**config.mk**
```make
export PLATFORM = sky130hd
export DESIGN_NAME = mem_stage
export DESIGN_NICKNAME = d
export VERILOG_FILES = /design/src/rtl/mem_stage.sv
export SDC_FILE = /design/constraint.sdc
export NUM_CORES = 1
export LEC_CHECK = 0
export BUFFER_PORTS_ARGS = -buffer_cell sky130_fd_sc_hd__buf_2
export CORE_ASPECT_RATIO = 1.4
export CORE_MARGIN = 2
export CORE_UTILIZATION = 25
export CTS_CLUSTER_DIAMETER = 40
export DETAILED_ROUTE_END_ITERATION = 8
export PLACE_DENSITY = 0.53
export REMOVE_ABC_BUFFERS = 1
export SLEW_MARGIN = 5
export SYNTH_ARGS = -nofsm -noshare
export SYNTH_HDL_FRONTEND = slang
export SYNTH_SLANG_ARGS = --single-unit
```
**constraint.sdc**
```tcl
create_clock -name clk -period 9.2 [get_ports clk]
set_input_delay 1.84 -clock clk [delete_from_list [all_inputs] [get_ports clk]]
set_output_delay 1.84 -clock clk [all_outputs]
set_load 0.01 [all_outputs]
```
**src/rtl/mem_stage.sv**
```systemverilog
// mem_stage: memory stage between EX and WB; issues loads/stores on a req/ready
//   data port, builds store byte enables and lanes, and extracts/extends load data.
// Latency: non-mem ops 1 cycle; legal mem ops 1 cycle plus memory wait plus any
//   downstream stall; illegal/misaligned accesses are dropped in 1 cycle.
// Backpressure: stallOut holds EX while an access is outstanding; stall freezes the
//   writeback outputs and defers request issue, but an issued request stays up
//   until memReady accepts it.
// Ports:
//   clk, rst                      clock (rising edge), async active-high reset
//   stall                         downstream hold
//   readIn/writeIn/noMEMIn        EX op kind (read > write > noMEM)
//   valueIn/addressIn             ALU result or store data / byte address
//   addressModeIn, rdIn           func3 access mode / destination register
//   memReq/memWe/memAddr/...      data-memory request side
//   memRData/memReady             data-memory response side
//   valueOut/rdOut/regWriteOut    writeback result
//   misalignOut                   one-cycle flag for a dropped access
//   stallOut                      upstream hold
module mem_stage #(
  parameter int width   = 32,
  parameter int rsWidth = 5
) (
  input  logic               clk,
  input  logic               rst,
  input  logic               stall,
  input  logic               readIn,
  input  logic               writeIn,
  input  logic               noMEMIn,
  input  logic [width-1:0]   valueIn,
  input  logic [width-1:0]   addressIn,
  input  logic [2:0]         addressModeIn,
  input  logic [rsWidth-1:0] rdIn,
  output logic               memReq,
  output logic               memWe,
  output logic [width-1:0]   memAddr,
  output logic [width-1:0]   memWData,
  output logic [3:0]         memByteEn,
  input  logic [width-1:0]   memRData,
  input  logic               memReady,
  output logic [width-1:0]   valueOut,
  output logic [rsWidth-1:0] rdOut,
  output logic               regWriteOut,
  output logic               misalignOut,
  output logic               stallOut
);

  localparam logic [1:0] IDLE = 2'd0;
  localparam logic [1:0] REQ  = 2'd1;
  localparam logic [1:0] DONE = 2'd2;

  // Access context captured when the op leaves IDLE; EX inputs are not
  // relied upon after that point.
  typedef struct packed {
    logic               isLoad;
    logic [2:0]         mode;
    logic [1:0]         offset;
    logic [rsWidth-1:0] rd;
  } memOp_t;

  logic [1:0]       state;
  memOp_t           op;
  logic             issued;   // memReq has been raised and not yet accepted
  logic [width-1:0] result;   // load data held while parked in DONE

  logic             memOpIn;
  logic             modeOk;
  logic             alignOk;
  logic             illegal;
  logic             startMem;
  logic             xfer;
  logic             retire;
  logic [3:0]       stEn;
  logic [width-1:0] stData;
  logic [7:0]       ldByte;
  logic [15:0]      ldHalf;
  logic [width-1:0] ldData;
  logic [width-1:0] wbValue;

  // Mode legality, alignment and store lane construction from the EX inputs.
  always_comb begin
    modeOk  = 1'b0;
    alignOk = 1'b1;
    stEn    = 4'b0000;
    case (addressModeIn)
      3'd0, 3'd4: begin
        modeOk = 1'b1;
        stEn   = 4'b0001 << addressIn[1:0];
      end
      3'd1, 3'd5: begin
        modeOk  = 1'b1;
        alignOk = ~addressIn[0];
        stEn    = 4'b0011 << addressIn[1:0];
      end
      3'd2: begin
        modeOk  = 1'b1;
        alignOk = (addressIn[1:0] == 2'b00);
        stEn    = 4'b1111;
      end
      default: ;
    endcase

    case (addressModeIn[1:0])
      2'd0:    stData = {(width/8){valueIn[7:0]}};
      2'd1:    stData = {(width/16){valueIn[15:0]}};
      default: stData = valueIn;
    endcase
  end

  assign memOpIn  = readIn | writeIn;
  assign illegal  = memOpIn && ((readIn && writeIn) || !modeOk || !alignOk);
  assign startMem = (state == IDLE) && memOpIn && !illegal;

  // A new request is not raised during stall, but once raised it is held.
  assign memReq = (state == REQ) && (issued || !stall);
  assign xfer   = memReq && memReady;

  // The op retires on the edge where its result moves to writeback; stallOut
  // drops in that cycle so upstream advances exactly once per op.
  assign retire   = ((state == REQ) && xfer && !stall) || ((state == DONE) && !stall);
  assign stallOut = startMem
                 || ((state == REQ) && !(xfer && !stall))
                 || ((state == DONE) && stall);

  // Load lane select and extension, driven from the captured offset/mode.
  assign ldByte = memRData[{op.offset, 3'b000} +: 8];
  assign ldHalf = memRData[{op.offset[1], 4'b0000} +: 16];

  always_comb begin
    case (op.mode)
      3'd0:    ldData = {{(width-8){ldByte[7]}}, ldByte};
      3'd1:    ldData = {{(width-16){ldHalf[15]}}, ldHalf};
      3'd4:    ldData = {{(width-8){1'b0}}, ldByte};
      3'd5:    ldData = {{(width-16){1'b0}}, ldHalf};
      default: ldData = memRData;
    endcase
  end

  assign wbValue = (state == DONE) ? result : ldData;

  always_ff @(posedge clk or posedge rst) begin
    if (rst) begin
      state       <= IDLE;
      op          <= '0;
      issued      <= 1'b0;
      result      <= '0;
      memWe       <= 1'b0;
      memAddr     <= '0;
      memWData    <= '0;
      memByteEn   <= 4'b0000;
      valueOut    <= '0;
      rdOut       <= '0;
      regWriteOut <= 1'b0;
      misalignOut <= 1'b0;
    end else begin
      misalignOut <= 1'b0;

      case (state)
        IDLE: begin
          if (startMem) begin
            op.isLoad <= readIn;
            op.mode   <= addressModeIn;
            op.offset <= addressIn[1:0];
            op.rd     <= rdIn;
            memAddr   <= {addressIn[width-1:2], 2'b00};
            memWe     <= writeIn;
            memByteEn <= readIn ? 4'b0000 : stEn;
            memWData  <= stData;
            issued    <= 1'b0;
            state     <= REQ;
            if (!stall) regWriteOut <= 1'b0;
          end else if (!stall) begin
            if (illegal) begin
              misalignOut <= 1'b1;
              regWriteOut <= 1'b0;
            end else if (noMEMIn) begin
              valueOut    <= valueIn;
              rdOut       <= rdIn;
              regWriteOut <= |rdIn;
            end else begin
              regWriteOut <= 1'b0;
            end
          end
        end

        REQ: begin
          if (xfer) begin
            issued <= 1'b0;
            result <= ldData;
            state  <= stall ? DONE : IDLE;
          end else begin
            issued <= memReq;
            if (!stall) regWriteOut <= 1'b0;
          end
        end

        DONE: begin
          if (!stall) state <= IDLE;
        end

        default: state <= IDLE;
      endcase

      if (retire) begin
        if (op.isLoad) begin
          valueOut    <= wbValue;
          rdOut       <= op.rd;
          regWriteOut <= |op.rd;
        end else begin
          regWriteOut <= 1'b0;
        end
      end
    end
  end

endmodule

```
==> results by group, run 1 <==
Final layout
  • Fraction of layout instances using a drive strength above 1: ~33%
  • Utilization after layout: 31.7%
  • Cell area after layout: 0.00973 mm²
  • # fillers: around 3200
  • Fin nets: a little over 1000
  • Final Non-Filler Cells: between 1000 and 1500
  • FF+latch area: approximately 0.0038 mm²
  • Area Growth Syn to Fin: 25.0%
  • Area of the multi-input gates: about 0.0037 mm²

Critical path
  • Crit-path cells: buf_2, a21oi_1, o211ai_1, nand2_1, buf_2
  • R2R cell count: 6
  • Crit Path Max Fanout: 15
  • Crit path capture type: output port
  • R2R setup slack: about 6.5 ns
  • Slowest CP cell: buf_2
  • Startpoint Class: input pin
  • Crit path buffers/inverters: 2
  • Crit Reg-Reg Startpoint: op[6]$_DFFE_PP0P_
  • Crit path top cell by count: buf_2
  • Setup CP Type: input pin to output port
  • Levels on crit path: 5
  • Worst path required time: about 7.4 ns
  • Worst stage delay on the critical path: 0.45 ns
  • Worst path top cell family by delay: buffers and inverters
  • Worst path arrival time: between 3 and 4 ns
  • R2r endpoint: valueOut[18]$_DFF_PP0_
  • CP endpoint: stallOut
  • Crit path launch: addressModeIn[0]

Logic synthesis
  • Post-synth EDFFs: 0
  • Post-synth top area share: roughly 49%
  • Yosys top cell by area: dfrtp_1
  • Mean area per synthesized cell: around 11 µm²
  • Top cells by area, synth: dfrtp_1, mux2i_1, mux2_1
  • Post-Syn Area: ~0.0078 mm²
  • Ys Warns: 0
  • Post-synth top flop: dfrtp_1
  • Sequential area share after synthesis: 48.9%
  • Ys async rst share: 100%
  • Synth cell types: 52
  • Synthesized netlist cell count: roughly 730
  • Synthesized flop and latch total: 152

Power
  • Sw Ratio: approximately two fifths
  • Cell Pwr Density: 327 mW/mm²
  • Worst VDD drop: ~0.086 mV
  • Internal power: 0.00196 W
  • Psw: 0.00122 W
  • Comb power frac: 40.7%
  • Share of total power in the clock network: a little over a fifth
  • Leakage: approximately 4.6 nW
  • Sequential share of power: a little under two fifths

Timing
  • Final Hold Viols: 0
  • Count of pins over their slew limit: 0
  • Slew at the pin with the worst max-slew slack: between 1 and 1.5 ns
  • Final Cycle Share: 53.0%
  • RSZ-0062 raised after global routing: no
  • Final Setup Violations: 0
  • Final worst path period need: 4.88 ns
  • Slew margin rel.: between 20% and 30%
  • Final Skew: around 0.012 ns
  • Fmax: roughly 200 MHz
  • TNS Setup: 0 ns

GRT
  • Overall routing resource usage: ~15%
  • Vias in the first global route: 6505
  • Gr ovfl total: 0
  • First-pass GRT wire length: between 30 and 40 mm
  • Initial antenna violation count: 5
  • Largest net degree at the start of global routing: 79

Status
  • Status: completed

Die
  • Initial core utilization: roughly 25%
  • Full die area: ~0.033 mm²
  • Std cell rows: 76
  • Die height: 213 µm
  • Die Width: roughly 150 µm
  • IO Count: 221
  • Core footprint: ~0.03 mm²

Clock tree
  • Post-CTS sizing: 0
  • Hold-fix buffers, CTS: 0
  • Sink Count: roughly 150
  • Post-CTS Setup Bufs: 0
  • CTS clk-pin slew, worst paths: 0.06 ns
  • CTS root buf: clkbuf_16
  • H-tree levels: 4
  • Clock Latency Late Sink: around 0.44 ns
  • CTS tree: built
  • Bufs on Longest Clock Path: 2
  • Num CTS Buffers: 17

Drt
  • DRT Wirelength: about 25 mm
  • Vias per cell: just under 5
  • Via count: ~6400
  • Detail Route Antenna Nets: 0
  • 1st-pass router iterations: 6
  • Post-route DRC: 0
  • WL/cell: roughly 19 µm
  • Initial drt markers: slightly above 400

Run
  • Number of max-cap violations: 0

Place
  • Placed standard-cell area: 0.00919 mm²
  • RePlAce Congestion: just under 0.8
  • Port Buffer Count: between 200 and 250
  • Post-placement cell count: 1288
  • HPWL after detailed placement: 17.0 mm

Hold path
  • Hold Path Class: flop to flop
  • Worst Hold Path Cells: 2
## cell usage in the layout (no fill, tap or decap), drive strengths merged, types with 4 or more instances in the layout
| master | count |
|---|---|
| o31ai | 6 |
| o211ai | 4 |
| a22o | 7 |
| a22oi | 7 |
| a21oi | 45 |
| dfrtp | 152 |
| buf | 233 |
| nand2b | 6 |
| mux2i | 78 |
| nor2b | 13 |
| nor3 | 20 |
| nand3b | 8 |
| clkbuf | 19 |
| and2 | 9 |
| a2111oi | 16 |
| nand2 | 66 |
| nor2 | 53 |
| o21ai | 52 |
| a21boi | 4 |
| clkinv | 5 |
| inv | 4 |
| mux2 | 50 |
| a221oi | 17 |
| o22ai | 15 |
| o221ai | 8 |
## power groups by stage
stage          logic [W]  registers (W)  clock network, W
3_3_place_gp     0.00130        0.00122                 0
5_1_grt          0.00143        0.00127          0.000719
6_report         0.00130        0.00122          0.000672
2_1_floorplan   0.000685        0.00132                 0
3_5_place_dp     0.00131        0.00123                 0
4_1_cts          0.00132        0.00122          0.000694
## synth_stat cells (8+ instances only)
| master | number |
|---|---|
| nor2b_1 | 13 |
| buf_2 | 26 |
| o22ai_1 | 15 |
| clkbuf_1 | 25 |
| o21ai_1 | 28 |
| a21oi_1 | 44 |
| mux2_2 | 11 |
| nor3_1 | 20 |
| nor2_1 | 53 |
| mux2i_1 | 78 |
| and2_1 | 9 |
| nand2_1 | 65 |
| nand3b_1 | 8 |
| o21ai_0 | 24 |
| o221ai_1 | 8 |
| dfrtp_1 | 152 |
| a221oi_2 | 11 |
| mux2_1 | 39 |
| a2111oi_2 | 10 |
## cell families after synthesis
| group | after synthesis | synth area share (%) |
|---|---|---|
| AO/OA/AOI/OAI | 191 | 17.9 |
| XOR/XNOR | 1 | 0.113 |
| buffers and inverters | 67 | 4.37 |
| flip-flops | 152 | 48.9 |
| multiplexers | 129 | 17.6 |
| other | 1 | 0.0482 |
| AND/OR/NAND/NOR | 186 | 11.2 |
## worst register-to-register path, delay by kind of cell, from the launching register on
kind / cells / cell delay (ns)
AOI/OAI and AO/OA: 3 / 1.08
DFF: 1 / 0.35
buffers and inverters: 3 / 1.11
## worst min-delay path by stage
stage                                        start                  endpoint  slack [ns]
final                     memByteEn[0]$_DFFE_PP0P_  memByteEn[0]$_DFFE_PP0P_        0.47
after CTS                 memByteEn[0]$_DFFE_PP0P_  memByteEn[0]$_DFFE_PP0P_        0.48
after global routing      memByteEn[0]$_DFFE_PP0P_  memByteEn[0]$_DFFE_PP0P_        0.50
after floorplan              result[0]$_DFFE_PP0P_     result[0]$_DFFE_PP0P_        0.46
after global placement    memWData[11]$_DFFE_PP0P_  memWData[11]$_DFFE_PP0P_        0.46
after detailed placement  memByteEn[0]$_DFFE_PP0P_  memByteEn[0]$_DFFE_PP0P_        0.47
## flip-flops by register name (all words and copies together), names as in the netlist
signal and count:
issued 1, memAddr 30, memByteEn 4, memWData 32, memWe 1, misalignOut 1, op 11, rdOut 5
regWriteOut 1, result 32, state 2, valueOut 32
## layer usage
layer / GRT usage, % / share of wire [%]
met3: 3.71 / 4.6
met1: 18.2 / 42
met5: 0 / 0.16
met2: 26.6 / 51
met4: 7.31 / 2.7
## metrics by stage
stage               worst slack [ns]  total power [W]  hold slack (ns)
global route                    4.23          0.00342            0.497
CTS                             4.30          0.00323            0.480
floorplan                      0.512          0.00201            0.456
detailed placement              4.31          0.00255            0.466
global placement                4.32          0.00252            0.457
finish                          4.32          0.00319            0.472
## area by class of cell
class	instances	area share, %
clock buffers	19	4.45
clock inverters	10	1.11
diodes	3	0.0771
multi-input cells	509	37.7
repair buffers	233	12.4
flip-flops and latches	152	39.1
inverters	4	0.206
well taps	390	5.01
No activity file was read; power rests on OpenSTA's default activity.
==> run 2: changes to the inputs <==
ABC_AREA = 1   (was not set)
PLACE_DENSITY = 0.55   (was 0.53)
clock period = 4 ns   (was 9.2 ns; I/O delays follow)
==> run 2 against run 1 <==
Against the previous run: cell count rose by 19%; total power rose by 120%; critical endpoint unchanged; sequential power rose by 120%; via count rose by 13%; clock power rose by 140%; global-route usage rose by 1.4 points; worst setup slack got worse by 3.3 ns; die area fell by 2.7%.
==> results by group, run 2 <==
Status
  • Status: completed

Critical path
  • Worst path arrival time: around 2.2 ns
  • Setup CP Type: input pin to output port
  • Crit Path Max Fanout: 10
  • Worst path required time: 3.20 ns
  • Startpoint Class: input pin
  • Crit path capture type: output port

GRT
  • Overall routing resource usage: roughly 17%
  • First-pass GRT wire length: roughly 40 mm
  • Vias in the first global route: 7084
  • Initial antenna violation count: 1
  • Gr ovfl total: 0
  • Largest net degree at the start of global routing: 72

Place
  • RePlAce Congestion: roughly 0.81
  • Port Buffer Count: 218
  • HPWL after detailed placement: approximately 18 mm

Drt
  • WL/cell: between 15 and 20 µm
  • DRT Wirelength: 26.4 mm
  • Vias per cell: approximately 4.6
  • Post-route DRC: 0
  • Via count: between 7000 and 8000
  • 1st-pass router iterations: 5
  • Detail Route Antenna Nets: 0
  • Initial drt markers: about 550

Logic synthesis
  • Mux cell area share after synthesis: roughly 2.1%
  • Post-synth top area share: about half
  • Yosys top cell by area: dfrtp_1
  • Post-Syn Area: about 0.0076 mm²
  • Top cells by area, synth: dfrtp_1, nand2_1, o21ai_0
  • Post-synth top cells: nand2_1, dfrtp_1, o21ai_0, nor2_1, inv_1
  • Synthesized netlist cell count: 980
  • Synth Area in Adders: 0%
  • Mean area per synthesized cell: about 7.7 µm²
  • Post-synthesis compound-gate area fraction: approximately 16%
  • Largest family of logic cells by synthesized area: simple AND/OR/NAND/NOR gates
  • Ys async rst share: between 90% and 100%
  • Synthesized flop and latch total: about 150
  • Post-synth top flop: dfrtp_1
  • Post-synthesis simple-gate area fraction: around a quarter
  • Post-synthesis xor/xnor area fraction: 0%
  • Post-synth EDFFs: 0
  • Sequential area share after synthesis: roughly 50%
  • Count leader, synth: nand2_1
  • Ys Warns: 0
  • Synth cell types: 34

Clock tree
  • Clock Latency Late Sink: ~0.43 ns
  • Sink Count: roughly 150
  • Num CTS Buffers: 17
  • Post-CTS Setup Bufs: 0
  • H-tree levels: 4
  • CTS root buf: clkbuf_16
  • CTS tree: built
  • Post-CTS sizing: 0
  • Hold-fix buffers, CTS: 0
  • Bufs on Longest Clock Path: 2
  • CTS clk-pin slew, worst paths: 0.06 ns

Run
  • Number of max-cap violations: 0

Die
  • Full die area: ~0.032 mm²
  • Core footprint: between 0.02 and 0.03 mm²
  • Die Width: 151 µm
  • Die height: approximately 210 µm
  • Initial core utilization: 25.3%
  • Std cell rows: 75
  • IO Count: 221

Power
  • Leakage: ~5.3 nW
  • Total design power: 0.00704 W
  • Cell Pwr Density: between 700 and 800 mW/mm²
  • Worst VDD drop: between 0.2 and 0.3 mV

Final layout
  • Commonest non-fill, non-tap cell in the layout: nand2_1
  • Fraction of layout instances using a drive strength above 1: a little under a quarter
  • Area Growth Syn to Fin: 25.9%
  • Commonest non-fill, non-tap cells in the layout: nand2_1, buf_2, dfrtp_1, o21ai_0, nor2_1
  • Fin nets: 1283
  • Utilization after layout: between 30% and 40%
  • Biggest regs: memWData (32), result (32), valueOut (32)

Timing
  • Slew at the pin with the worst max-slew slack: around 1.1 ns
  • Final Hold Viols: 0
  • Slew margin rel.: between 20% and 30%
  • Final Cycle Share: 74.6%
  • Final Skew: about 0.011 ns
  • Fmax: between 300 and 400 MHz
  • Final worst path period need: between 2 and 3 ns
  • RSZ-0062 raised after global routing: no
  • Final Setup Violations: 0
  • Count of pins over their slew limit: 0

Hold path
  • Hold Path Class: input pin to async pin
-- run 2: changes by cell type in the layout (fill, tap and decap cells not counted), sizes merged, moves of 16 or more --
cell / delta
nand2: +309
o21ai: +87
mux2i: -62
inv: +60
mux2: -50
nor3: -19
a221oi: -17
nand4: +17
a2111oi: -16
-- run 2: per-stage QoR --
stage	instances	worst slack, ns	TNS [ns]	cell area [µm²]	hold WS, ns
after floorplan	922	-0.893	-135.75	7260	0.444
after global placement	1538	1.03	0	8950	0.456
after detailed placement	1538	1.02	0	8950	0.464
after CTS	1570	1.02	0	9530	0.480
after global routing	1570	0.922	0	9530	0.498
final	1571	1.01	0	9530	0.475
-- run 2: per-layer routing --
layer  up-vias  share of wire [%]  global-route usage, %
li1       3553                  -                      -
met1      3405                 42                   20.9
met2       219                 51                   29.6
met3        27                5.0                   3.33
met4         2                2.0                   4.87
met5         -              0.049                      0
-- run 2: worst max-delay path: stages --
cell and delay, ns:
buf_2 0.11, inv_2 0.26, nand2_1 0.19, buf_4 0.22, nand2_1 0.06, nand2_1 0.05
nand2_1 0.12, nand3_4 0.10, o211ai_1 0.11, buf_2 0.16
-- run 2: where the power goes --
| part | total, W | internal [W] | switching [W] |
|---|---|---|---|
| clock network | 0.00160 | 0.000898 | 0.000701 |
| logic | 0.00277 | 0.00104 | 0.00173 |
| registers | 0.00267 | 0.00223 | 0.000439 |
| total | 0.00704 | 0.00417 | 0.00287 |
-- run 2: worst paths after layout --
path                       depth (start not counted)               startpoint  slack [ns]                 endpoint
hold reg to reg                                    2  memAddr[16]$_DFFE_PP0P_        0.48  memAddr[16]$_DFFE_PP0P_
setup reg to reg                                   7        op[6]$_DFFE_PP0P_        1.31   result[22]$_DFFE_PP0P_
hold / removal                                     2                      rst        0.48   memAddr[9]$_DFFE_PP0P_
setup / recovery                                  10         addressModeIn[1]        1.01                 stallOut
min in group clk                                   2  memAddr[16]$_DFFE_PP0P_        0.48  memAddr[16]$_DFFE_PP0P_
max in group asynchronous                          3                      rst        2.69    valueOut[2]$_DFF_PP0_
-- run 2: logic make-up (layout without fill, tap and decap cells) --
group / Yosys count / count (layout)
flops: 152 / 152
buf+inv: 122 / 326
other cells: 1 / 3
simple gates: 472 / 472
compound gates: 217 / 217
mux: 16 / 16
-- run 2: layout make-up --
class | count | area (µm²)
diodes | 1 | 2.50
clock buffers | 20 | 457
clock inverters | 12 | 116
fillers | 3205 | 20400
inverters | 63 | 243
multi-input cells | 707 | 3220
flip-flops and latches | 152 | 3800
well taps | 385 | 482
repair buffers | 231 | 1200
